$ cat src/rtl/algo_1r4w_a209_req_stage.sv
// rtl/algo_1r4w_a209_req_stage.sv - request front-end for the 1R4W a209 memory core
// Per-port write FIFOs, one read FIFO with RAW hold-off, and an in-order read tag queue.
module algo_1r4w_a209_req_stage #(
  parameter int NUMWRPT  = 4,
  parameter int WIDTH    = 32,
  parameter int BITADDR  = 13,
  parameter int FIFODEP  = 4,
  parameter int BITFIFO  = 2,
  parameter int TAGWDTH  = 4,
  parameter int MAXOUTRD = 8,
  parameter int BITOUTRD = 3
) (
  input  logic                       clk,
  input  logic                       rst,
  input  logic [NUMWRPT-1:0]         wq_vld,
  output logic [NUMWRPT-1:0]         wq_rdy,
  input  logic [NUMWRPT*BITADDR-1:0] wq_adr,
  input  logic [NUMWRPT*WIDTH-1:0]   wq_din,
  input  logic                       rq_vld,
  output logic                       rq_rdy,
  input  logic [BITADDR-1:0]         rq_adr,
  input  logic [TAGWDTH-1:0]         rq_tag,
  input  logic                       mem_ready,
  output logic [NUMWRPT-1:0]         write,
  output logic [NUMWRPT*BITADDR-1:0] wr_adr,
  output logic [NUMWRPT*WIDTH-1:0]   din,
  output logic                       read,
  output logic [BITADDR-1:0]         rd_adr,
  input  logic                       rd_vld,
  input  logic [WIDTH-1:0]           rd_dout,
  input  logic                       rd_serr,
  input  logic                       rd_derr,
  output logic                       rs_vld,
  output logic [WIDTH-1:0]           rs_dout,
  output logic [TAGWDTH-1:0]         rs_tag,
  output logic [1:0]                 rs_err,
  output logic                       tag_ovf
);

  localparam logic [BITFIFO:0]  FIFO_FULL = (BITFIFO+1)'(FIFODEP);
  localparam logic [BITOUTRD:0] TQ_FULL   = (BITOUTRD+1)'(MAXOUTRD);

  logic [BITADDR-1:0] wf_adr_q [NUMWRPT][FIFODEP];
  logic [WIDTH-1:0]   wf_dat_q [NUMWRPT][FIFODEP];
  logic [BITFIFO-1:0] wf_wp_q  [NUMWRPT];
  logic [BITFIFO-1:0] wf_rp_q  [NUMWRPT];
  logic [BITFIFO:0]   wf_cnt_q [NUMWRPT];

  logic [BITADDR-1:0] rf_adr_q [FIFODEP];
  logic [TAGWDTH-1:0] rf_tag_q [FIFODEP];
  logic [BITFIFO-1:0] rf_wp_q, rf_rp_q;
  logic [BITFIFO:0]   rf_cnt_q;

  logic [TAGWDTH-1:0]  tq_mem_q [MAXOUTRD];
  logic [BITOUTRD-1:0] tq_wp_q, tq_rp_q;
  logic [BITOUTRD:0]   tq_cnt_q;

  logic [NUMWRPT-1:0]         write_q;
  logic [NUMWRPT*BITADDR-1:0] wr_adr_q;
  logic [NUMWRPT*WIDTH-1:0]   din_q;
  logic                       read_q;
  logic [BITADDR-1:0]         rd_adr_q;
  logic                       rs_vld_q;
  logic [WIDTH-1:0]           rs_dout_q;
  logic [TAGWDTH-1:0]         rs_tag_q;
  logic [1:0]                 rs_err_q;
  logic                       tag_ovf_q;

  logic [NUMWRPT-1:0] wf_empty, wf_full, wq_push, wr_blk, wr_issue;
  logic [BITADDR-1:0] wf_head_adr [NUMWRPT];
  logic [WIDTH-1:0]   wf_head_dat [NUMWRPT];
  logic               rf_empty, rf_full, rq_push, rd_hit, rd_issue;
  logic [BITADDR-1:0] rf_head_adr;
  logic               tq_empty, tq_full, tq_pop;

  always_comb begin
    for (int i = 0; i < NUMWRPT; i++) begin
      wf_empty[i]    = (wf_cnt_q[i] == '0);
      wf_full[i]     = (wf_cnt_q[i] == FIFO_FULL);
      wq_push[i]     = wq_vld[i] && !wf_full[i];
      wf_head_adr[i] = wf_adr_q[i][wf_rp_q[i]];
      wf_head_dat[i] = wf_dat_q[i][wf_rp_q[i]];
    end
  end

  // A head loses to any lower-index non-empty head with the same address.
  always_comb begin
    wr_blk   = '0;
    wr_issue = '0;
    for (int i = 0; i < NUMWRPT; i++) begin
      for (int j = 0; j < NUMWRPT; j++) begin
        if (j < i && !wf_empty[j] && wf_head_adr[j] == wf_head_adr[i]) wr_blk[i] = 1'b1;
      end
      wr_issue[i] = mem_ready && !wf_empty[i] && !wr_blk[i];
    end
  end

  assign rf_empty    = (rf_cnt_q == '0);
  assign rf_full     = (rf_cnt_q == FIFO_FULL);
  assign rq_push     = rq_vld && !rf_full;
  assign rf_head_adr = rf_adr_q[rf_rp_q];
  assign tq_empty    = (tq_cnt_q == '0);
  assign tq_full     = (tq_cnt_q == TQ_FULL);
  assign tq_pop      = rd_vld && !tq_empty;

  // Read waits while its address sits anywhere in a write FIFO or is being issued now.
  always_comb begin
    rd_hit = 1'b0;
    for (int i = 0; i < NUMWRPT; i++) begin
      for (int k = 0; k < FIFODEP; k++) begin
        if ((BITFIFO+1)'(k) < wf_cnt_q[i] &&
            wf_adr_q[i][wf_rp_q[i] + BITFIFO'(k)] == rf_head_adr) rd_hit = 1'b1;
      end
      if (wr_issue[i] && wf_head_adr[i] == rf_head_adr) rd_hit = 1'b1;
    end
    rd_issue = mem_ready && !rf_empty && !tq_full && !rd_hit;
  end

  always_ff @(posedge clk) begin
    if (rst) begin
      for (int i = 0; i < NUMWRPT; i++) begin
        wf_wp_q[i]  <= '0;
        wf_rp_q[i]  <= '0;
        wf_cnt_q[i] <= '0;
      end
      rf_wp_q   <= '0;
      rf_rp_q   <= '0;
      rf_cnt_q  <= '0;
      tq_wp_q   <= '0;
      tq_rp_q   <= '0;
      tq_cnt_q  <= '0;
      write_q   <= '0;
      wr_adr_q  <= '0;
      din_q     <= '0;
      read_q    <= 1'b0;
      rd_adr_q  <= '0;
      rs_vld_q  <= 1'b0;
      rs_dout_q <= '0;
      rs_tag_q  <= '0;
      rs_err_q  <= '0;
      tag_ovf_q <= 1'b0;
    end else begin
      for (int i = 0; i < NUMWRPT; i++) begin
        if (wq_push[i]) begin
          wf_adr_q[i][wf_wp_q[i]] <= wq_adr[i*BITADDR +: BITADDR];
          wf_dat_q[i][wf_wp_q[i]] <= wq_din[i*WIDTH +: WIDTH];
          wf_wp_q[i]              <= wf_wp_q[i] + 1'b1;
        end
        if (wr_issue[i]) begin
          wf_rp_q[i]                     <= wf_rp_q[i] + 1'b1;
          wr_adr_q[i*BITADDR +: BITADDR] <= wf_head_adr[i];
          din_q[i*WIDTH +: WIDTH]        <= wf_head_dat[i];
        end
        case ({wq_push[i], wr_issue[i]})
          2'b10:   wf_cnt_q[i] <= wf_cnt_q[i] + 1'b1;
          2'b01:   wf_cnt_q[i] <= wf_cnt_q[i] - 1'b1;
          default: wf_cnt_q[i] <= wf_cnt_q[i];
        endcase
      end
      write_q <= wr_issue;

      if (rq_push) begin
        rf_adr_q[rf_wp_q] <= rq_adr;
        rf_tag_q[rf_wp_q] <= rq_tag;
        rf_wp_q           <= rf_wp_q + 1'b1;
      end
      if (rd_issue) begin
        rf_rp_q           <= rf_rp_q + 1'b1;
        rd_adr_q          <= rf_head_adr;
        tq_mem_q[tq_wp_q] <= rf_tag_q[rf_rp_q];
        tq_wp_q           <= tq_wp_q + 1'b1;
      end
      case ({rq_push, rd_issue})
        2'b10:   rf_cnt_q <= rf_cnt_q + 1'b1;
        2'b01:   rf_cnt_q <= rf_cnt_q - 1'b1;
        default: rf_cnt_q <= rf_cnt_q;
      endcase
      read_q <= rd_issue;

      if (tq_pop) tq_rp_q <= tq_rp_q + 1'b1;
      case ({rd_issue, tq_pop})
        2'b10:   tq_cnt_q <= tq_cnt_q + 1'b1;
        2'b01:   tq_cnt_q <= tq_cnt_q - 1'b1;
        default: tq_cnt_q <= tq_cnt_q;
      endcase

      rs_vld_q <= rd_vld;
      if (rd_vld) begin
        rs_dout_q <= rd_dout;
        rs_err_q  <= {rd_derr, rd_serr};
        rs_tag_q  <= tq_empty ? '0 : tq_mem_q[tq_rp_q];
        if (tq_empty) tag_ovf_q <= 1'b1;
      end
    end
  end

  assign wq_rdy  = ~wf_full;
  assign rq_rdy  = !rf_full;
  assign write   = write_q;
  assign wr_adr  = wr_adr_q;
  assign din     = din_q;
  assign read    = read_q;
  assign rd_adr  = rd_adr_q;
  assign rs_vld  = rs_vld_q;
  assign rs_dout = rs_dout_q;
  assign rs_tag  = rs_tag_q;
  assign rs_err  = rs_err_q;
  assign tag_ovf = tag_ovf_q;

endmodule

$ cat config.mk
export PLATFORM = sky130hd
export DESIGN_NAME = algo_1r4w_a209_req_stage
export DESIGN_NICKNAME = d
export VERILOG_FILES = /design/src/rtl/algo_1r4w_a209_req_stage.sv
export SDC_FILE = /design/constraint.sdc
export NUM_CORES = 1
export LEC_CHECK = 0
export CORE_MARGIN = 1.5
export CORE_UTILIZATION = 50
export DETAILED_ROUTE_END_ITERATION = 7
export GPL_TIMING_DRIVEN = 0
export PLACE_DENSITY = 0.72
export SLEW_MARGIN = 15
export SYNTH_ARGS = -nofsm -noshare
export SYNTH_HDL_FRONTEND = slang
export SYNTH_SLANG_ARGS = --single-unit
$ cat constraint.sdc
create_clock -name clk -period 10.4 [get_ports clk]
set_input_delay 1.04 -clock clk [delete_from_list [all_inputs] [get_ports clk]]
set_output_delay 1.04 -clock clk [all_outputs]
set_load 0.05 [all_outputs]
## After elaboration in Yosys (flattened, before gate mapping)

Memory sizes are Yosys's and may differ from the RTL's. A register that Yosys moved wholly into a read port is not among the register bits.
Index checks and enable logic that the tools add are counted.

- Flip-flop bits (word level): 255
- Bits in latches: 0
- Bits in writable memories: 848
- Memory bits (read-only): 0
- Bits of input ports: 240
- Output and inout bits: 243
- Logic and storage cells: 465
- Memories kept: 8

- Add/sub/neg operators: 32
- Multiply operators: 0
- Div/mod/pow operators: 0
- Order comparisons: 40
- Equal/unequal tests: 40
- Shift-type cells: 0
- Muxes and demuxes: 207
- Bitwise logic cells: 41
- Reduce and logical (&&, ||, !) cells: 75

Memories:

| memory | depth | bits a word | read ports | clocked after Yosys merged registers in | wr ports | RTL line | text |
|---|---|---|---|---|---|---|---|
| wf_dat_q | 4 | 128 | 4 | 0 | 4 | 44 | `logic [WIDTH-1:0] wf_dat_q [NUMWRPT][FIFODEP];` |
| wf_adr_q | 4 | 52 | 4 | 0 | 4 | 43 | `logic [BITADDR-1:0] wf_adr_q [NUMWRPT][FIFODEP];` |
| rf_adr_q | 4 | 13 | 1 | 1 | 1 | 49 | `logic [BITADDR-1:0] rf_adr_q [FIFODEP];` |
| tq_mem_q | 8 | 4 | 1 | 1 | 1 | 54 | `logic [TAGWDTH-1:0] tq_mem_q [MAXOUTRD];` |
| rf_tag_q | 4 | 4 | 1 | 1 | 1 | 50 | `logic [TAGWDTH-1:0] rf_tag_q [FIFODEP];` |
| wf_cnt_q | 4 | 3 | 4 | 0 | 4 | 47 | `logic [BITFIFO:0] wf_cnt_q [NUMWRPT];` |
| +2 memories | n/a | n/a | n/a | n/a | n/a | n/a |  |

Operators by type and width:

| operator | number |
|---|---|
| 2-to-1 mux 128 bit | 4 |
| 2-to-1 mux 13 bit | 36 |
| binary-select mux 13 bit (select 2 bit) | 16 |
| 2-to-1 mux 32 bit | 12 |
| == test 13 bit | 22 |
| binary-select mux 32 bit (select 2 bit) | 4 |
| demux 32 bit (select 2 bit) | 4 |
| 2-to-1 mux 52 bit | 4 |
| demux 13 bit (select 2 bit) | 4 |
| 2-to-1 mux 1 bit | 94 |
| greater-or-equal comparator 3 bit (second input constant) | 20 |
| inverter 2 -> 3 bit | 20 |
| logical AND 1 bit | 46 |
| 2-to-1 mux 3 bit | 14 |
| less-than comparator 1 x 3 -> 1 bit (first input constant) | 8 |
| less-than comparator 2 x 3 -> 1 bit (first input constant) | 8 |
| 2-to-1 mux 2 bit | 12 |
| adder 3 x 1 -> 3 bit (second input constant) | 7 |
| adder 2 x 1 -> 2 bit (second input constant) | 10 |
| bitwise OR 1 bit | 20 |
| adder 2 bit (second input constant) | 8 |
| logical NOT 1 bit | 16 |
| == test 3 bit (second input constant) | 5 |
| logical NOT 3 bit | 5 |
| other kinds (15) | 36 |

## Logic depth before layout (Yosys ltp)

Gate-level depths: netlist of run 1.
An unclocked memory read counts as a cell.

- Depth after elaboration: 32
- Mapped depth: 21
- Gate-level depth less buffers: 18

## Worst setup path after synthesis of run 1

No wires, ideal clock.

- Path kind: flip-flop to flip-flop
- Start point: memory wf_rp_q[1][0] (netlist: wf_rp_q[0][2])
- End point: register tq_cnt_q[3]
- Setup time: 70 ps
- Arrival: 4,204 ps
- Required time: 10,330 ps
- Slack: 6,126 ps
- Cell stages (with the launch flop): 21
- Path buffers: 5
- Period minus slack after synthesis: 4,274 ps
- Path through: edfxtp_1 buf_4 buf_6 buf_6 buf_6 mux4_2 xnor2_1 nand4_1 nor4_1 nor4_1 nand4_1 a2111oi_4 buf_6 inv_2 ha_1 ha_1 a21o_1 a21oi_1 xnor2_1 or3_1 a21oi_1

RTL lines:

| item | RTL line | text |
|---|---|---|
| from (decl) | 46 | `logic [BITFIFO-1:0] wf_rp_q [NUMWRPT];` |
| to (signal assigned) | 182 | `2'b10: tq_cnt_q <= tq_cnt_q + 1'b1;` |
| to (signal assigned) | 183 | `2'b01: tq_cnt_q <= tq_cnt_q - 1'b1;` |
| to (signal assigned) | 184 | `default: tq_cnt_q <= tq_cnt_q;` |
| to (decl) | 56 | `logic [BITOUTRD:0] tq_cnt_q;` |

==> insert_results.sql, run 1 <==
INSERT INTO impl_metrics (metric_group, metric, value, unit) VALUES
('route', 'detail-route-antenna-nets', '0', ''),
('power', 'ir_drop', '0.000177', 'V'),
('route', 'first_pass_iters', '5', ''),
('finish', 'layout.cell_area.non_filler', '0.0589', 'mm²'),
('clocking', 'tritoncts', 'done', ''),
('global_routing', 'grt_first_pass_wirelength', '193000', 'µm'),
('finish', 'fin_nets', '3748', ''),
('clocking', 'post_cts.resized_instances', '0', ''),
('place', 'buffers_added_on_ports', '480', ''),
('timing', 'report.final.slew_viol_count', '0', ''),
('clocking', 'cts-buffers-inserted', '114', ''),
('power', 'p_leak', '0.0197', 'µW'),
('timing', 'hold_violations', '0', ''),
('global_routing', 'grt_max_degree', '46', ''),
('yosys', 'postSynth.topFlopCell', 'edfxtp_1', ''),
('timing', 'setup_viol_count_final', '0', ''),
('power', 'power.net_switching', '4500', 'µW'),
('clocking', 'clock_tree.htree_level_count', '3', ''),
('timing', 'maxClockFrequency', '172', 'MHz'),
('floorplanning', 'num_rows', '113', ''),
('finish', 'final_layout_size_suffix_gt1_share', '19.4', '%'),
('yosys', 'synth.net_count', '3147', ''),
('route', 'via_count', '28700', ''),
('clocking', 'clk_root_buffer_cell', 'clkbuf_16', ''),
('clocking', 'cts.repair_timing.setup_buffer_count', '0', ''),
('yosys', 'synthesis.area_per_instance', '16.9', 'µm²'),
('place', 'detailed_place_hpwl', '89700', 'µm'),
('setup_path', 'critPathMaxFanout', '10', ''),
('route', 'drt_iter0_markers', '2740', ''),
('floorplanning', 'initial_utilization', '50.6', '%'),
('setup_path', 'cp-start-kind', 'flip-flop', ''),
('power', 'power.density_cell_area', '239', 'mW/mm²'),
('finish', 'multiInputGateArea', '0.0164', 'mm²'),
('timing', 'finalSetupTns', '0', 'ns'),
('yosys', 'synthSimpleGateAreaFrac', '4.99', '%'),
('power', 'clockPowerShare', '31.3', '%'),
('yosys', 'synth_top_family_by_area', 'multiplexers', ''),
('timing', 'worst-slew-pin-transition', '1.20', 'ns'),
('yosys', 'post_synth_mux_area_share', '20.9', '%'),
('timing', 'fin_crit_sh', '55.9', '%'),
('setup_path', 'crit_type', 'flip-flop to flip-flop', ''),
('floorplanning', 'core_area', '0.0953', 'mm²'),
('place', 'gp_congestion', '0.911', ''),
('yosys', 'yosysUniqueCellTypes', '47', ''),
('floorplanning', 'num_io_pins', '483', ''),
('timing', 'setup_clock_skew_after_layout', '0.0418', 'ns'),
('power', 'seq_power_share', '38.1', '%'),
('power', 'p_int', '9600', 'µW'),
('clocking', 'post_cts_hold_buffer_count', '0', ''),
('floorplanning', 'die_h', '313', 'µm'),
('yosys', 'mappedNetlistArea', '0.0482', 'mm²'),
('yosys', 'yosysSeqAreaShare', '63.6', '%'),
('setup_path', 'cp.required', '11.03', 'ns'),
('status', 'run_status', 'finished clean', ''),
('finish', 'flow.area_growth_from_synthesis', '22.3', '%'),
('clocking', 'worst_skew_pair.late_latency', '0.72', 'ns'),
('yosys', 'synth-async-reset-ratio', '0', '%'),
('place', 'placed_cell_area', '0.0547', 'mm²'),
('yosys', 'synth-xor-area-share', '5.60', '%'),
('route', 'vias_per_cell', '5.93', ''),
('global_routing', 'vias_in_the_first_global_route', '29500', ''),
('floorplanning', 'die_area', '0.0982', 'mm²'),
('global_routing', 'grt.total_usage', '26.8', '%'),
('route', 'routed_wl', '133000', 'µm'),
('setup_path', 'setup.worst_path.end_class', 'flip-flop', ''),
('setup_path', 'crit_arrival', '6.44', 'ns'),
('yosys', 'ys_seq_elements', '1108', ''),
('timing', 'post-route-min-period', '5.81', 'ns'),
('timing', 'maxSlewHeadroom', '20.0', '%'),
('clocking', 'clk_pin_slew', '0.06', 'ns'),
('power', 'netSwitchingFraction', '31.9', '%');
registers in the layout (all words and copies together) (netlist names), 8 cells and up, named ones only:
name / count
rf_tag_q: 16
wf_rp_q: 8
wf_cnt_q: 12
din: 128
rd_adr: 13
wf_adr_q: 208
rf_adr_q: 52
rs_dout: 32
wr_adr: 52
wf_wp_q: 8
wf_dat_q: 512
tq_mem_q: 32
cell families (layout without fill, tap and decap cells):
logic type      Yosys count  after routing
other cells               0             15
xor+xnor                308            308
buf+inv                 212            913
compound gates           90             90
flops                  1108           1108
simple gates            532            532
fa+ha+maj                52             52
mux                     553            553
worst max-delay path, stage by stage, from the launching register on:
cell and delay, ns:
edfxtp_1 0.44, buf_4 0.26, buf_2 0.33, buf_2 0.41, mux4_2 0.38, xnor2_1 0.14
o21ai_0 0.14, nor4_1 0.19, a2111oi_0 0.77, nand3_1 0.24, a2111oi_4 0.55, buf_6 0.26
inv_2 0.05, ha_1 0.23, ha_1 0.31, a21o_1 0.21, a21oi_1 0.19, xnor2_1 0.10
or3_1 0.34, a21oi_1 0.15
placed cells by master, fill, tap and decap left out, types with 5 or more instances in the layout:
| cell type | count |
|---|---|
| edfxtp_1 | 848 |
| clkdlybuf4s50_1 | 480 |
| mux4_2 | 361 |
| dfxtp_1 | 260 |
| xnor2_1 | 251 |
| nor2_1 | 239 |
| mux2i_1 | 188 |
| clkbuf_16 | 120 |
| nand2_1 | 116 |
| clkbuf_1 | 79 |
| a21oi_1 | 66 |
| xor2_1 | 57 |
| nand4_1 | 51 |
| ha_1 | 50 |
| buf_2 | 35 |
| buf_4 | 33 |
| inv_1 | 33 |
| buf_6 | 27 |
| nor3_1 | 26 |
| nor4_1 | 25 |
| clkinv_2 | 24 |
| bufinv_16 | 19 |
| and2_4 | 16 |
| diode_2 | 15 |
| buf_1 | 15 |
| nand3_1 | 13 |
| nand2b_1 | 12 |
| clkbuf_8 | 12 |
| and2_1 | 8 |
| o21ai_0 | 7 |
| nor2b_1 | 7 |
| clkbuf_2 | 6 |
| clkinv_1 | 6 |
| or3_1 | 5 |
| clkinv_4 | 5 |
layout make-up:
class / instances / area share, %
well taps: 1265 / 2.69
repair buffers: 485 / 8.38
flip-flops and latches: 1108 / 52.1
inverters: 35 / 0.223
diodes: 15 / 0.0637
clock buffers: 150 / 5.49
plain buffers: 177 / 1.77
clock inverters: 66 / 1.50
multi-input cells: 1535 / 27.8
worst paths after layout:
path | startpoint | to | slack, ns | cells after the start
min reg2reg | din[9] | din[9] | 0.45 | 2
min | din[9] | din[9] | 0.45 | 2
max | wf_rp_q[0][1] | tq_cnt_q[3] | 4.59 | 19
max reg2reg | wf_rp_q[0][1] | tq_cnt_q[3] | 4.59 | 19
routing by layer:
layer,wire [µm],track usage (%),vias up
li1,-,-,12200
met1,49400,33.8,14700
met2,65300,44.1,1407
met3,12600,7.44,291
met4,5160,10.6,22
met5,150,0,-
power by group through the flow:
stage	registers, µW	logic, µW	clock network (µW)
detailed placement	5460	4290	0
global route	5410	4540	4640
global placement	5450	4190	0
floorplan	5950	2430	0
CTS	5370	4310	4480
finish	5380	4310	4410
metrics by stage:
step	utilization [%]	worst slack (ns)	hold slack, ns	total power [µW]
after floorplan	-	6.13	0.468	8380
after global placement	57.3	4.84	0.446	9640
after detailed placement	57.5	4.70	0.447	9750
after CTS	61.8	4.77	0.456	14200
after global routing	61.8	4.59	0.474	14600
final	61.8	4.59	0.453	14100
synthesized netlist by cell type (2+ instances only):
cell	number	share of area (%)
edfxtp_1	848	53
mux4_2	361	17
dfxtp_1	260	11
xnor2_1	251	4.6
nor2_1	239	1.9
mux2i_1	188	3.9
nand2_1	116	0.90
a21oi_1	66	0.69
clkbuf_1	66	0.51
xor2_1	57	1.0
nand4_1	51	0.66
ha_1	50	1.3
buf_2	35	0.36
buf_4	33	0.51
inv_1	33	0.26
buf_6	27	0.63
nor3_1	26	0.27
nor4_1	26	0.34
and2_1	24	0.31
buf_1	15	0.12
nand3_1	13	0.14
nand2b_1	12	0.16
nor2b_1	7	0.091
o21ai_0	7	0.073
or3_1	5	0.065
mux2_2	4	0.093
o21bai_1	4	0.062
or2_2	4	0.052
nand3b_1	3	0.047
or4_1	3	0.047
a21bo_2	2	0.042
a31oi_1	2	0.026
fa_1	2	0.083
inv_2	2	0.016
Note: power is estimated with default switching activity, not from simulation.
==> inputs of run 2 (changes only) <==
--- a/config.mk
+++ b/config.mk
@@ -9,7 +9,7 @@
 export CORE_UTILIZATION = 50
 export DETAILED_ROUTE_END_ITERATION = 7
 export GPL_TIMING_DRIVEN = 0
-export PLACE_DENSITY = 0.72
+export PLACE_DENSITY = 0.75
 export SLEW_MARGIN = 15
 export SYNTH_ARGS = -nofsm -noshare
 export SYNTH_HDL_FRONTEND = slang
==> constraint.sdc (replaced) <==
create_clock -name clk -period 5.2 [get_ports clk]
set_input_delay 0.52 -clock clk [delete_from_list [all_inputs] [get_ports clk]]
set_output_delay 0.52 -clock clk [all_outputs]
set_load 0.05 [all_outputs]
==> run 2 against run 1 <==
Routed wire length fell by 2.5%. Flip-flop and latch count stayed put. Hold slack got worse by 0.021 ns. Fmax rose by 16%. Global-route usage fell by 0.65 points. Cell count down 0.19%. First-iteration DRC count increased by 7.0%. Sequential share of layout area up 0.18 points. Die area did not move. Power increased by 96%. Register-to-register slack lost 4.4 ns. Critical endpoint unchanged.
==> insert_results.sql, run 2 (synthesized netlist as in run 1, its figures left out) <==
INSERT INTO impl_metrics (metric_group, metric, value, unit) VALUES
('min_path', 'min-delay-path-class', 'primary input to flip-flop', ''),
('flow_run', 'max_cap_viol_count', '0', ''),
('timing', 'hold_violations', '0', ''),
('global_routing', 'vias_in_the_first_global_route', '28500', ''),
('floorplanning', 'initial_utilization', '50.6', '%'),
('finish', 'flow.area_growth_from_synthesis', '21.8', '%'),
('place', 'place_inst', '4604', ''),
('global_routing', 'grt.total_usage', '26.1', '%'),
('clocking', 'clk_root_buffer_cell', 'clkbuf_16', ''),
('min_path', 'min_from', 'rd_dout[20]', ''),
('setup_path', 'crit_type', 'flip-flop to flip-flop', ''),
('route', 'drt_iter0_markers', '2933', ''),
('global_routing', 'grt_max_degree', '46', ''),
('floorplanning', 'die_h', '313', 'µm'),
('timing', 'worst-slew-pin-transition', '1.26', 'ns'),
('timing', 'setup_clock_skew_after_layout', '0.0346', 'ns'),
('timing', 'setup_ws', '0.189', 'ns'),
('setup_path', 'cp.required', '5.81', 'ns'),
('setup_path', 'crit_arrival', '5.62', 'ns'),
('finish', 'post_layout_nonfiller_instances', '4827', ''),
('setup_path', 'setup.worst_path.end_class', 'flip-flop', ''),
('power', 'post-layout-total-power', '27600', 'µW'),
('timing', 'maxSlewHeadroom', '15.9', '%'),
('place', 'gp_congestion', '0.903', ''),
('power', 'power.density_cell_area', '471', 'mW/mm²'),
('clocking', 'worst_skew_pair.late_latency', '0.71', 'ns'),
('finish', 'final_layout_size_suffix_gt1_share', '19.4', '%'),
('clocking', 'cts-buffers-inserted', '111', ''),
('setup_path', 'cp-start-kind', 'flip-flop', ''),
('timing', 'setup_viol_count_final', '0', ''),
('timing', 'fin_crit_sh', '96.4', '%'),
('route', 'detail-route-antenna-nets', '0', ''),
('global_routing', 'overflow', '0', ''),
('timing', 'post-route-min-period', '5.01', 'ns'),
('place', 'buffers_added_on_ports', '480', ''),
('clocking', 'clock_tree.htree_level_count', '3', ''),
('min_path', 'whs_endpoint', 'rs_dout[20]', ''),
('status', 'run_status', 'finished clean', ''),
('power', 'p_leak', '0.0195', 'µW'),
('finish', 'largest_register_ffs', '512', ''),
('clocking', 'clk_pin_slew', '0.06', 'ns'),
('route', 'detail_route.drc_violations', '0', ''),
('timing', 'rsz_0062_raised_after_global_routing', 'false', ''),
('place', 'place_ws', '-0.140', 'ns'),
('finish', 'commonest_non_fill_non_tap_cells_in_the_layout', 'edfxtp_1, clkdlybuf4s50_1, mux4_2', ''),
('setup_path', 'worst-r2r-setup-slack', '0.19', 'ns'),
('route', 'vias_per_cell', '5.87', ''),
('finish', 'layout.cell_area.non_filler', '0.0587', 'mm²'),
('timing', 'maxClockFrequency', '200', 'MHz'),
('setup_path', 'r2r.worst_path.cells', '19', ''),
('floorplanning', 'die_area', '0.0982', 'mm²'),
('finish', 'final_common_cell', 'edfxtp_1', ''),
('setup_path', 'worst_r2r_startpoint', 'wf_rp_q[0][1]', ''),
('power', 'ir_drop', '0.000352', 'V'),
('global_routing', 'grt_first_pass_wirelength', '188000', 'µm'),
('floorplanning', 'num_rows', '113', ''),
('timing', 'report.final.slew_viol_count', '0', ''),
('finish', 'fin_nets', '3745', ''),
('clocking', 'tritoncts', 'done', ''),
('route', 'routed_wl', '129000', 'µm'),
('route', 'first_pass_iters', '6', ''),
('setup_path', 'timing.rr.end', 'tq_cnt_q[3]', ''),
('place', 'placed_cell_area', '0.0547', 'mm²'),
('setup_path', 'critPathMaxFanout', '10', ''),
('finish', 'final_core_util', '61.6', '%'),
('min_path', 'hold_path_depth', '3', ''),
('global_routing', 'antenna_found_initial', '20', ''),
('floorplanning', 'chip_width', '313', 'µm'),
('floorplanning', 'core_area', '0.0953', 'mm²'),
('route', 'via_count', '28300', ''),
('clocking', 'clock_sinks', '1108', ''),
('floorplanning', 'num_io_pins', '483', ''),
('place', 'detailed_place_hpwl', '87300', 'µm'),
('clocking', 'clock_tree.buffer_depth', '3', ''),
('route', 'detail_route.wl_per_cell', '26.8', 'µm');
==> run 2: through the flow <==
stage                     hold WS [ns]  setup TNS [ns]
after floorplan                  0.468               0
after global placement           0.444          -0.114
after detailed placement         0.448          -0.140
after CTS                        0.381               0
after global routing             0.411               0
final                            0.432               0
==> run 2: layout make-up <==
class	count	area, µm²
Buffer	177	1050
Inverter	35	131
Clock inverter	58	711
Sequential cell	1108	30700
Timing Repair Buffer	485	4920
Tap cell	1265	1580
Clock buffer	154	3200
Antenna cell	10	25.0
Multi-Input combinational cell	1535	16400
Fill cell	6975	36600
==> run 2: what timing repair did <==
| action | in CTS | in global routing |
|---|---|---|
| hold buffers | 0 | 0 |
| hold endpoints to repair | 0 | 0 |
| setup endpoints to repair | 1 | 3 |
| resized for setup | 1 | 7 |
| setup buffers | 1 | 0 |
| pin swaps | 1 | 1 |
==> run 2: power by group <==
group | total, µW | internal, µW | switching, µW
registers | 10800 | 10300 | 422
clock network | 8340 | 4880 | 3460
logic | 8540 | 3530 | 5010
==> run 2: worst max-delay path by stage <==
stage,start,endpoint,slack (ns),cells after the start
after floorplan,wf_rp_q[0][2],tq_cnt_q[3],0.93,20
after global placement,wf_rp_q[0][1],tq_cnt_q[3],-0.11,19
after detailed placement,wf_rp_q[0][1],tq_cnt_q[3],-0.14,19
after CTS,wf_rp_q[0][1],tq_cnt_q[3],0.01,19
after global routing,wf_rp_q[0][0],tq_cnt_q[3],0.01,20
final,wf_rp_q[0][1],tq_cnt_q[3],0.19,19
==> run 2: worst max-delay path, cell delays in order (launching register included) <==
cell and delay [ns]:
edfxtp_1 0.50, buf_4 0.27, buf_2 0.33, clkbuf_4 0.33, mux4_2 0.34, xnor2_1 0.13
o21ai_0 0.14, nor4_1 0.20, a2111oi_2 0.42, nand3_1 0.24, a2111oi_4 0.34, buf_6 0.22
inv_2 0.06, ha_1 0.23, ha_1 0.28, a21o_1 0.17, a21oi_1 0.17, xnor2_1 0.10
or3_1 0.31, a21oi_1 0.14
==> run 2: per-layer routing <==
| layer | track usage, % | vias up | share of wire [%] |
|---|---|---|---|
| met3 | 6.57 | 243 | 9.5 |
| li1 | - | 12200 | - |
| met1 | 33.7 | 14500 | 38 |
| met2 | 42.9 | 1340 | 49 |
| met5 | 0 | - | 0.053 |
| met4 | 9.99 | 10 | 3.6 |
==> inputs of run 3 (changes only) <==
--- a/config.mk
+++ b/config.mk
@@ -10,6 +10,7 @@
 export DETAILED_ROUTE_END_ITERATION = 7
 export GPL_TIMING_DRIVEN = 0
 export PLACE_DENSITY = 0.75
+export SETUP_SLACK_MARGIN = 0.02
 export SLEW_MARGIN = 15
 export SYNTH_ARGS = -nofsm -noshare
 export SYNTH_HDL_FRONTEND = slang
==> run 3 against run 2 <==
Non-clock buffer count rose by 1. Power about the same. Cell count barely moved. Sequential share of layout area barely moved. Critical path depth grew 1. Critical endpoint unchanged. Highest routed layer unchanged.
==> insert_results.sql, run 3 (synthesized netlist as in run 1, its figures left out) <==
INSERT INTO impl_metrics (metric_group, metric, value, unit) VALUES
('finish', 'final_core_util', '61.6', '%'),
('floorplanning', 'chip_width', '313', 'µm'),
('timing', 'maxSlewHeadroom', '13.8', '%'),
('setup_path', 'r2r.worst_path.cells', '20', ''),
('global_routing', 'grt_max_degree', '46', ''),
('clocking', 'clock_tree.htree_level_count', '3', ''),
('setup_path', 'timing.rr.end', 'tq_cnt_q[3]', ''),
('timing', 'setup_ws', '0.240', 'ns'),
('min_path', 'hold_path_depth', '3', ''),
('clocking', 'cts-buffers-inserted', '111', ''),
('global_routing', 'grt.total_usage', '26.1', '%'),
('timing', 'setup_viol_count_final', '0', ''),
('setup_path', 'setup.worst_path.end_class', 'flip-flop', ''),
('finish', 'fin_nets', '3746', ''),
('route', 'met3_wirelength', '12300', 'µm'),
('finish', 'commonest_non_fill_non_tap_cells_in_the_layout', 'edfxtp_1, clkdlybuf4s50_1, mux4_2', ''),
('global_routing', 'antenna_found_initial', '20', ''),
('setup_path', 'crit_top_cell', 'buf_6', ''),
('finish', 'n_fill_cell', '6977', ''),
('timing', 'fin_hold_ws', '0.432', 'ns'),
('timing', 'maxClockFrequency', '202', 'MHz'),
('floorplanning', 'num_io_pins', '483', ''),
('clocking', 'post_cts_hold_buffer_count', '0', ''),
('timing', 'report.final.slew_viol_count', '0', ''),
('finish', 'final_layout_size_suffix_gt1_share', '19.4', '%'),
('timing', 'worst-slew-pin-transition', '1.29', 'ns'),
('route', 'met1Wirelength', '48700', 'µm'),
('timing', 'fin_crit_sh', '95.4', '%'),
('floorplanning', 'die_area', '0.0982', 'mm²'),
('clocking', 'worst_skew_pair.late_latency', '0.71', 'ns'),
('place', 'place_ws', '-0.140', 'ns'),
('power', 'power.density_cell_area', '471', 'mW/mm²'),
('floorplanning', 'die_h', '313', 'µm'),
('timing', 'hold_violations', '0', ''),
('route', 'vias_per_cell', '5.87', ''),
('global_routing', 'overflow', '0', ''),
('route', 'detail_route.wl_per_cell', '26.7', 'µm'),
('route', 'first_pass_iters', '5', ''),
('setup_path', 'critPathMaxStageDelay', '0.68', 'ns'),
('clocking', 'clock_tree.buffer_depth', '3', ''),
('place', 'detailed_place_hpwl', '87300', 'µm'),
('power', 'p_leak', '0.0195', 'µW'),
('floorplanning', 'initial_utilization', '50.6', '%'),
('setup_path', 'crit_path_cells', 'buf_4 -> buf_6 -> mux4_2 -> buf_4 -> buf_6 -> xnor2_1 -> nand4_1 -> nor4_2 -> a31oi_1 -> nand4_1 -> a2111oi_4 -> buf_6 -> inv_2 -> ha_1 -> ha_1 -> a21o_1 -> a21oi_1 -> xnor2_1 -> or3_1 -> a21oi_1', ''),
('route', 'routed_wl', '129000', 'µm'),
('setup_path', 'worst-r2r-setup-slack', '0.24', 'ns'),
('global_routing', 'grt_first_pass_wirelength', '188000', 'µm'),
('clocking', 'clk_root_buffer_cell', 'clkbuf_16', ''),
('floorplanning', 'num_rows', '113', ''),
('setup_path', 'cp-start-kind', 'flip-flop', ''),
('status', 'run_status', 'finished clean', ''),
('route', 'dr_wl_met2', '63400', 'µm'),
('route', 'via_count', '28400', ''),
('timing', 'finalSetupTns', '0', 'ns'),
('route', 'highest_layer', 'met5', ''),
('finish', 'flow.area_growth_from_synthesis', '21.9', '%'),
('min_path', 'min-delay-path-class', 'primary input to flip-flop', ''),
('timing', 'post-route-min-period', '4.96', 'ns'),
('timing', 'rsz_0062_raised_after_global_routing', 'false', ''),
('route', 'detail_route.drc_violations', '0', ''),
('clocking', 'clk_pin_slew', '0.06', 'ns'),
('setup_path', 'critPathMaxFanout', '10', ''),
('min_path', 'whs_endpoint', 'rs_dout[20]', ''),
('setup_path', 'crit_family', 'simple AND/OR/NAND/NOR gates', ''),
('clocking', 'clock_sinks', '1108', ''),
('floorplanning', 'core_area', '0.0953', 'mm²'),
('clocking', 'tritoncts', 'done', ''),
('finish', 'final_common_cell', 'edfxtp_1', ''),
('place', 'gp_congestion', '0.903', ''),
('route', 'drt_iter0_markers', '3057', ''),
('setup_path', 'cp.required', '5.81', 'ns'),
('timing', 'setup_clock_skew_after_layout', '0.0347', 'ns'),
('min_path', 'min_from', 'rd_dout[20]', ''),
('route', 'detail-route-antenna-nets', '0', ''),
('setup_path', 'crit_arrival', '5.57', 'ns'),
('place', 'buffers_added_on_ports', '480', ''),
('finish', 'largest_register_ffs', '512', ''),
('global_routing', 'vias_in_the_first_global_route', '28500', ''),
('power', 'ir_drop', '0.000353', 'V'),
('setup_path', 'critical_path.slowest_cell', 'nor4_2', ''),
('setup_path', 'number_of_buffer_and_inverter_instances_along_the_worst_setup_path', '6', ''),
('setup_path', 'crit_type', 'flip-flop to flip-flop', ''),
('flow_run', 'max_cap_viol_count', '0', '');
[run 3: cell count changes in the layout (fill, tap and decap cells not counted)]
cell | before | now
buf_4 | 34 | 36
clkbuf_4 | 2 | 1
diode_2 | 10 | 11
[run 3: how the worst max path moves through the flow]
stage               cells after the start     endpoint  slack [ns]          start
floorplan                              20  tq_cnt_q[3]        0.93  wf_rp_q[0][2]
global placement                       19  tq_cnt_q[3]       -0.11  wf_rp_q[0][1]
detailed placement                     19  tq_cnt_q[3]       -0.14  wf_rp_q[0][1]
CTS                                    20  tq_cnt_q[3]        0.02      flip-flop
global route                           20  tq_cnt_q[3]       0.008  wf_rp_q[0][0]
finish                                 20  tq_cnt_q[3]        0.24      flip-flop
[run 3: metrics by stage]
stage	total power (µW)	instance area [µm²]	cells
after floorplan	16800	48200	2855
after detailed placement	19400	54700	4604
final	27600	58700	4829
after global routing	28600	58700	4826
after global placement	19300	54600	4600
after CTS	27700	58600	4817
[run 3: repair_timing]
| item | CTS | global route |
|---|---|---|
| resized for setup | 2 | 6 |
| buffers inserted | 1 | 1 |
| pin swaps | 1 | 1 |
| setup endpoints to repair | 1 | 3 |
[run 3: area by class of cell]
type                    count  area [µm²]  share of cell area [%]
diodes                     11        27.5                  0.0469
plain buffers             177        1050                    1.79
clock buffers             154        3200                    5.44
clock inverters            58         711                    1.21
inverters                  35         131                   0.224
multi-input cells        1535       16400                    28.0
flip-flops and latches   1108       30700                    52.2
well taps                1265        1580                    2.70
repair buffers            486        4930                    8.40
[run 3: worst min-delay path: stages]
cell and delay, ns:
clkdlybuf4s50_1 0.45, mux2i_1 0.06, nor2_1 0.07
[run 3: power breakdown]
group,internal (µW),switching (µW),total (µW)
Combinational,3540,5010,8550
Sequential,10300,420,10700
Clock,4880,3450,8330
Total,18700,8880,27600
[run 3: per-layer routing]
layer / up-vias / GRT usage, %
met1: 14500 / 33.7
met5: - / 0
met3: 257 / 6.57
li1: 12200 / -
met4: 8 / 9.99
met2: 1362 / 42.9
